==> src/rtl/vga_timing_pkg.sv <==
// vga_timing_pkg
// Shared definitions for the VGA timing generator:
//   - default 640x480@60 mode constants and the total-period derivation
//   - clog2 helper used for elaboration-time range checks
//   - vga_out_t, the packed bundle carried through the output pipeline,
//     plus idle_out(), which builds the reset/idle value of that bundle
package vga_timing_pkg;

  localparam int DEF_H_ACTIVE = 640;
  localparam int DEF_H_FP     = 16;
  localparam int DEF_H_SYNC   = 96;
  localparam int DEF_H_BP     = 48;
  localparam int DEF_V_ACTIVE = 480;
  localparam int DEF_V_FP     = 10;
  localparam int DEF_V_SYNC   = 2;
  localparam int DEF_V_BP     = 33;

  // Widest coordinate the bundle can carry; the top narrows to XW/YW.
  localparam int COORD_W = 16;

  function automatic int mode_total(input int active, input int fp,
                                    input int sync, input int bp);
    return active + fp + sync + bp;
  endfunction

  localparam int DEF_H_TOTAL = mode_total(DEF_H_ACTIVE, DEF_H_FP, DEF_H_SYNC, DEF_H_BP);
  localparam int DEF_V_TOTAL = mode_total(DEF_V_ACTIVE, DEF_V_FP, DEF_V_SYNC, DEF_V_BP);

  // Smallest n with 2**n >= value (0 for value <= 1).
  function automatic int clog2(input int value);
    int n;
    n = 0;
    while ((1 << n) < value) n++;
    return n;
  endfunction

  typedef struct packed {
    logic               hsync;
    logic               vsync;
    logic               de;
    logic [COORD_W-1:0] x;
    logic [COORD_W-1:0] y;
    logic               line_start;
    logic               frame_start;
  } vga_out_t;

  // Idle bundle: syncs at their deasserted level, everything else low.
  function automatic vga_out_t idle_out(input logic hpol, input logic vpol);
    vga_out_t o;
    o       = '0;
    o.hsync = ~hpol;
    o.vsync = ~vpol;
    return o;
  endfunction

endpackage

==> src/rtl/sync_delay_line.sv <==
// sync_delay_line
// WIDTH x DEPTH shift register that advances only when en is high.
// reset loads every stage with rst_val. DEPTH=0 degenerates to a wire.
// Ports:
//   clk      clock
//   reset    synchronous active-high reset (priority over en)
//   en       shift enable
//   rst_val  value loaded into all stages on reset
//   d        input word
//   q        output word, DEPTH en-cycles behind d
module sync_delay_line #(
  parameter int WIDTH = 1,
  parameter int DEPTH = 1
) (
  input  logic             clk,
  input  logic             reset,
  input  logic             en,
  input  logic [WIDTH-1:0] rst_val,
  input  logic [WIDTH-1:0] d,
  output logic [WIDTH-1:0] q
);

  if (DEPTH == 0) begin : g_wire
    // Pass-through: the control inputs have no effect in this configuration.
    logic unused_ctrl;
    assign unused_ctrl = ^{clk, reset, en, rst_val};
    assign q = d;
  end else begin : g_pipe
    logic [WIDTH-1:0] stages [DEPTH];

    always_ff @(posedge clk) begin
      if (reset) begin
        for (int i = 0; i < DEPTH; i++) stages[i] <= rst_val;
      end else if (en) begin
        stages[0] <= d;
        for (int i = 1; i < DEPTH; i++) stages[i] <= stages[i-1];
      end
    end

    assign q = stages[DEPTH-1];
  end

endmodule

==> src/rtl/vga_sync_gen.sv <==
// vga_sync_gen
// Parametrised VGA timing generator. Free-running pixel/line counters are
// decoded into sync, data-enable, coordinates and line/frame strobes; the
// decode is registered once (stage 0) and then passed through an optional
// DELAY-deep enabled delay line so the syncs can line up with a downstream
// pixel pipeline. All state advances only on en=1 cycles.
// Ports:
//   clk          pixel-domain clock
//   reset        synchronous active-high reset (priority over en)
//   en           pixel clock enable
//   hsync/vsync  syncs at HPOL/VPOL level while asserted
//   de           active-region flag
//   x, y         pixel coordinates while de=1, else 0
//   line_start   one-en-cycle pulse at h=0 of every line
//   frame_start  one-en-cycle pulse at h=0, v=0
module vga_sync_gen
  import vga_timing_pkg::*;
#(
  parameter int H_ACTIVE = DEF_H_ACTIVE,
  parameter int H_FP     = DEF_H_FP,
  parameter int H_SYNC   = DEF_H_SYNC,
  parameter int H_BP     = DEF_H_BP,
  parameter int V_ACTIVE = DEF_V_ACTIVE,
  parameter int V_FP     = DEF_V_FP,
  parameter int V_SYNC   = DEF_V_SYNC,
  parameter int V_BP     = DEF_V_BP,
  parameter bit HPOL     = 1'b0,
  parameter bit VPOL     = 1'b0,
  parameter int XW       = 10,
  parameter int YW       = 10,
  parameter int DELAY    = 0
) (
  input  logic          clk,
  input  logic          reset,
  input  logic          en,
  output logic          hsync,
  output logic          vsync,
  output logic          de,
  output logic [XW-1:0] x,
  output logic [YW-1:0] y,
  output logic          line_start,
  output logic          frame_start
);

  localparam int H_TOTAL = mode_total(H_ACTIVE, H_FP, H_SYNC, H_BP);
  localparam int V_TOTAL = mode_total(V_ACTIVE, V_FP, V_SYNC, V_BP);

  if (H_ACTIVE == 0 || H_FP == 0 || H_SYNC == 0 || H_BP == 0 ||
      V_ACTIVE == 0 || V_FP == 0 || V_SYNC == 0 || V_BP == 0) begin : g_bad_timing
    $error("vga_sync_gen: every timing parameter must be non-zero");
  end
  if (clog2(H_TOTAL) > XW) begin : g_bad_xw
    $error("vga_sync_gen: XW too narrow for H_TOTAL");
  end
  if (clog2(V_TOTAL) > YW) begin : g_bad_yw
    $error("vga_sync_gen: YW too narrow for V_TOTAL");
  end
  if (XW > COORD_W || YW > COORD_W || XW < 1 || YW < 1) begin : g_bad_coord
    $error("vga_sync_gen: XW/YW outside the supported coordinate width");
  end
  if (DELAY < 0 || DELAY > 15) begin : g_bad_delay
    $error("vga_sync_gen: DELAY must be 0..15");
  end

  // Decode boundaries at counter width. The sync end values are at most
  // TOTAL-BP, so they always fit because BP is at least 1.
  localparam logic [XW-1:0] H_LAST   = XW'(H_TOTAL - 1);
  localparam logic [XW-1:0] H_ACT_X  = XW'(H_ACTIVE);
  localparam logic [XW-1:0] HS_START = XW'(H_ACTIVE + H_FP);
  localparam logic [XW-1:0] HS_END   = XW'(H_ACTIVE + H_FP + H_SYNC);
  localparam logic [YW-1:0] V_LAST   = YW'(V_TOTAL - 1);
  localparam logic [YW-1:0] V_ACT_Y  = YW'(V_ACTIVE);
  localparam logic [YW-1:0] VS_START = YW'(V_ACTIVE + V_FP);
  localparam logic [YW-1:0] VS_END   = YW'(V_ACTIVE + V_FP + V_SYNC);

  localparam vga_out_t IDLE = idle_out(HPOL, VPOL);

  logic [XW-1:0] h_cnt;
  logic [YW-1:0] v_cnt;
  vga_out_t      dec;
  vga_out_t      stage0;
  vga_out_t      pins;

  // Position counters: h wraps every H_TOTAL en cycles, v steps on h wrap.
  always_ff @(posedge clk) begin
    if (reset) begin
      h_cnt <= '0;
      v_cnt <= '0;
    end else if (en) begin
      if (h_cnt == H_LAST) begin
        h_cnt <= '0;
        v_cnt <= (v_cnt == V_LAST) ? '0 : v_cnt + 1'b1;
      end else begin
        h_cnt <= h_cnt + 1'b1;
      end
    end
  end

  // Combinational decode of the current position. vsync depends only on
  // v_cnt, so its edges fall on h=0 automatically.
  always_comb begin
    dec             = IDLE;
    dec.de          = (h_cnt < H_ACT_X) && (v_cnt < V_ACT_Y);
    dec.hsync       = (h_cnt >= HS_START && h_cnt < HS_END) ? HPOL : ~HPOL;
    dec.vsync       = (v_cnt >= VS_START && v_cnt < VS_END) ? VPOL : ~VPOL;
    dec.x           = dec.de ? COORD_W'(h_cnt) : '0;
    dec.y           = dec.de ? COORD_W'(v_cnt) : '0;
    dec.line_start  = (h_cnt == '0);
    dec.frame_start = (h_cnt == '0) && (v_cnt == '0);
  end

  // Stage 0 captures the decode in the same en cycle the counters advance.
  // Holding on en=0 keeps strobes high until the next en=1 cycle consumes
  // them, so they never re-fire.
  always_ff @(posedge clk) begin
    if (reset) begin
      stage0 <= IDLE;
    end else if (en) begin
      stage0 <= dec;
    end
  end

  sync_delay_line #(
    .WIDTH($bits(vga_out_t)),
    .DEPTH(DELAY)
  ) u_delay (
    .clk    (clk),
    .reset  (reset),
    .en     (en),
    .rst_val(IDLE),
    .d      (stage0),
    .q      (pins)
  );

  assign hsync       = pins.hsync;
  assign vsync       = pins.vsync;
  assign de          = pins.de;
  assign x           = pins.x[XW-1:0];
  assign y           = pins.y[YW-1:0];
  assign line_start  = pins.line_start;
  assign frame_start = pins.frame_start;

  // Coordinate bits above XW/YW are always zero.
  logic unused_coord_hi;
  assign unused_coord_hi = ^{pins.x, pins.y};

endmodule

==> config.mk <==
export PLATFORM = sky130hd
export DESIGN_NAME = vga_sync_gen
export DESIGN_NICKNAME = d
export VERILOG_FILES = /design/src/rtl/vga_timing_pkg.sv /design/src/rtl/sync_delay_line.sv /design/src/rtl/vga_sync_gen.sv
export SDC_FILE = /design/constraint.sdc
export NUM_CORES = 1
export LEC_CHECK = 0
export CAP_MARGIN = 5
export CORE_ASPECT_RATIO = 1.2
export CORE_MARGIN = 2
export CORE_UTILIZATION = 50
export CTS_BUF_LIST = sky130_fd_sc_hd__clkbuf_16
export CTS_CLUSTER_DIAMETER = 60
export DETAILED_ROUTE_END_ITERATION = 6
export GPL_TIMING_DRIVEN = 0
export PLACE_DENSITY = 0.75
export SETUP_SLACK_MARGIN = 0.02
export SYNTH_ARGS = -nofsm -noshare
export SYNTH_HDL_FRONTEND = slang
export SYNTH_SLANG_ARGS = --single-unit
==> constraint.sdc <==
create_clock -name clk -period 6.38 [get_ports clk]
set_input_delay 1.276 -clock clk [delete_from_list [all_inputs] [get_ports clk]]
set_output_delay 1.276 -clock clk [all_outputs]
set_load 0.1 [all_outputs]
# == Word level (Yosys, flattened, before mapping) ==
# Index checks and enable logic that the tools add are counted.
# op_classes
n_addsub,2
magnitude_cmp,6
n_eq_ne,2
mux,6
n_reduce_logical,7
# op_table
cell,n
$mux W10,4
$add A10 B1 Y10 const B,2
$eq A10 B10 Y1 const B,2
$logic_not A10 Y1,2
$lt A10 B10 Y1 const B,2
$lt A10 B9 Y1 const B,2
$ge A10 B10 Y1 const B,1
$ge A10 B9 Y1 const B,1
$logic_and A1 B1 Y1,4
$mux W1,2
$reduce_and A2 Y1,1
# word_totals
ff_bits,45
inputBits,3
output_inout_bits,25
elab_cells,32

# == Logic depth before layout (Yosys ltp) ==
# logic_depth
depth_word,3
ltp_mapped,6
ltp_nobuf,6

# == Cells and area by module ==
# From an unflattened synthesis, not the netlist that was laid out.
# hier_totals
cells_unflattened,236
area_unflattened_um2,2195.9
# modules_own_cells
mod,instances,cells_each,area_each_um2,seq_area_each_um2
vga_sync_gen,1,199,1918.1,900.9
sync_delay_line,1,37,277.8,0.0

# == Least setup slack after synthesis ==
# Ideal clock, no wire load.
# synth_timing
kind,in2reg
from,input en
to,register v_cnt[8]
setup_ns,0.121
arrival_ns,2.543
required_time_ns,6.259
setup_slack_ns,3.716
cell_stages,5
path_buffers,1
path_cell_list,nand4_4 or3_1 buf_2 or3_1 mux2_4
# synth_between
elab_chain_len,1
# synth_rtl
item,line_no,text
"start, declared",vga_sync_gen.sv:35,"input logic en,"
$reduce_and A2 Y1 (no line),n/a,
"end signal, assigned",vga_sync_gen.sv:92,v_cnt <= (v_cnt == V_LAST) ? '0 : v_cnt + 1'b1;
"end, declared",vga_sync_gen.sv:79,logic [YW-1:0] v_cnt;
# Every way passes these cells.
# A chain may end at the register's enable or synchronous reset.

# == Worst setup path in the final report ==
# Same ends and word-level chain as after synthesis.

==> results.cfg <==
[outcome]
status = completed

[timing]
fmax_mhz = 326
rsz0062_at_grt = no
post-route-period-util = 0.481
clock_skew_ns = 0.00526
period_minus_slack_ns = 3.07
tns_ns = 0
finalMaxSlewViolations = 0
relSlewSlack = 0.347
final_hold_viol_count = 0
worstMarginPinSlew_ns = 0.977
setup_viol = 0

[floorplan]
dieArea_mm2 = 0.00429
row_count = 24
coreArea_mm2 = 0.00363
initial_core_util = 0.520
die_w_um = 60.1
die_h_um = 71.3
io_pins = 28

[placed_design]
placedInstanceArea_mm2 = 0.00222
post-dp-hpwl_um = 2830
gp_congestion = 0.867
io_buffers = 27

[cts]
h-tree-depth = 2
cts_resized = 0
clock_path_buffers = 2
cts_tree = yes
cts.clk_slew.worst_paths_ns = 0.06
clkLatencyLatePin_ns = 0.28
postCtsSetupBuffers = 0
cts-root-buf = clkbuf_16
numCtsBuffers = 5
clock-sinks = 45
ctsHoldBuffers = 0

[cells_and_area]
drive_gt1_frac = 0.0696
seqCellArea_um2 = 901
multi_input_area_um2 = 912
design_area_mm2 = 0.00236
antenna_cells = 0
final_cell_mix = 45 x dfxtp_1, 27 x clkdlybuf4s50_1, 20 x nor2_1
fillers = 307
nets = 236
area_delta_synth_final_pct = 25.1
final_common_cell = dfxtp_1

[job]
drv_cap = 0

[drt]
first_iter_violations = 71
drt_pass1_iterations = 4
routed_via_density = 5.47
postRouteAntennaNets = 0
wl_per_cell_um = 14.4
wl_um = 4060
routed-via-count = 1543
drcViolationCount = 0

[yosys]
syn_inst = 195
syn_nets = 202
synth-edff-count = 0
synth_top_flop_cell = dfxtp_1
yosys.area.top_type = dfxtp_1
synth.distinct_cells = 41
ys_top_cells_by_area = dfxtp_1 48%, a22o_1 8.3%, nor2_1 4.0%
syn_area_mm2 = 0.00189
synth.yosys.warnings = 0
synthArstFlopShare = 0
ys_ff_latch = 45
yosysSeqAreaShare = 0.477
syn_avg_cell_area_um2 = 9.69
netlist.area_leader.share = 0.477

[worst_hold_path]
whs_path_depth = 2
hold_path.class = flip-flop to flip-flop
hold_path_end = stage0[1]
hold_start = stage0[1]

[critical_path]
critPathKind = input port to flip-flop
critical-path-max-stage-delay_ns = 0.58
crit_chain = clkdlybuf4s50_1 > nand4_4 > or3_1 > buf_2 > or3_1 > mux2_4
cp_slowest_cell = clkdlybuf4s50_1
critPathLaunchType = input port
cpMostUsedCell = or3_1
timing.rr.start = h_cnt[0]
end_kind = flip-flop
arrival_ns = 3.24
timing.reg2reg.worst_path_depth = 6
r2r_end = v_cnt[8]
reg2reg_slack_ns = 4.20
required_ns = 6.55
cp_max_fo = 7

[power]
powerDensity_mw_per_mm2 = 245
p_leak_nw = 0.896
vdd_drop_max_uv = 172

[global_route]
grt_max_degree = 14
grt_use_total = 0.206
grt_pass1_vias = 1397
grt_pass1_wl_um = 6620
antenna_found_initial = 0
grt_overflow = 0
==> cells by family (layout without fill, tap and decap cells) <==
family,count (synthesis),count (layout),synth area share
xor+xnor,12,12,0.0556
simple gates,77,77,0.232
flops,45,45,0.477
compound gates,34,34,0.145
buf+inv,19,54,0.0404
mux,4,4,0.0238
fa+ha+maj,4,4,0.0265
==> per-layer routing <==
metal | part of all wire | wire, um | vias to the layer above | GRT usage
li1 | - | - | 770 | -
met5 | 0 | 0 | - | 0
met1 | 0.45 | 1840 | 726 | 0.254
met3 | 0.039 | 157 | 5 | 0.0632
met4 | 0.012 | 48 | 0 | 0.0889
met2 | 0.50 | 2010 | 42 | 0.329
==> how the worst max path moves through the flow <==
| stage | start | end | slack [ns] |
|---|---|---|---|
| global placement | en | v_cnt[8] | 3.03 |
| finish | en | v_cnt[8] | 3.31 |
| global route | en | stage0[19] | 3.22 |
| detailed placement | en | v_cnt[8] | 3.02 |
| CTS | en | v_cnt[8] | 3.32 |
| floorplan | en | v_cnt[8] | 3.72 |
==> final cells by class <==
cell class	count	share of cell area
multi-input combinational	131	0.386
clock inverter	3	0.00582
tap	52	0.0275
timing repair buffer	27	0.114
sequential	45	0.381
inverter	6	0.00953
clock buffer	5	0.0529
buffer	13	0.0228
==> through the flow <==
step	hold WS, ns	setup WS [ns]	total power [mW]	std cells	util
2_1_floorplan	0.505	3.72	0.329	195	-
3_3_place_gp	0.434	3.03	0.341	274	0.612
3_5_place_dp	0.440	3.02	0.342	274	0.612
4_1_cts	0.452	3.32	0.583	282	0.650
5_1_grt	0.467	3.22	0.600	282	0.650
6_report	0.448	3.31	0.578	282	0.650
==> state kept, by name, summed over array words and instances (netlist names) <==
register,count
h_cnt,10
v_cnt,10
stage0,25
==> worst max-delay path, delay by kind of cell <==
kind,cells,cell delay (ns)
AND/OR/NAND/NOR,3,0.91
buffers and inverters,2,0.75
multiplexers,1,0.30
==> synth_stat cells, types with 2 or more instances <==
master	count
dfxtp_1	45
nor2_1	20
a22o_1	18
nand2_1	11
nand3_1	10
clkbuf_1	9
inv_1	6
xnor2_1	6
xor2_1	6
nor4_1	5
ha_1	4
or3_1	4
a21oi_1	3
and3_1	3
and4_1	3
buf_2	3
mux2i_1	3
nand4_1	3
nor2b_1	3
o31ai_1	3
o41ai_1	3
and2_1	2
nand2b_1	2
nand4b_1	2
o21ai_0	2
==> where the power goes <==
part           leakage, nW  switching, mW  internal [mW]
Combinational        0.457         0.0348         0.0121
Sequential           0.364        0.00332          0.285
Clock               0.0748          0.101          0.142
Note: power is estimated with default switching activity, not from simulation.
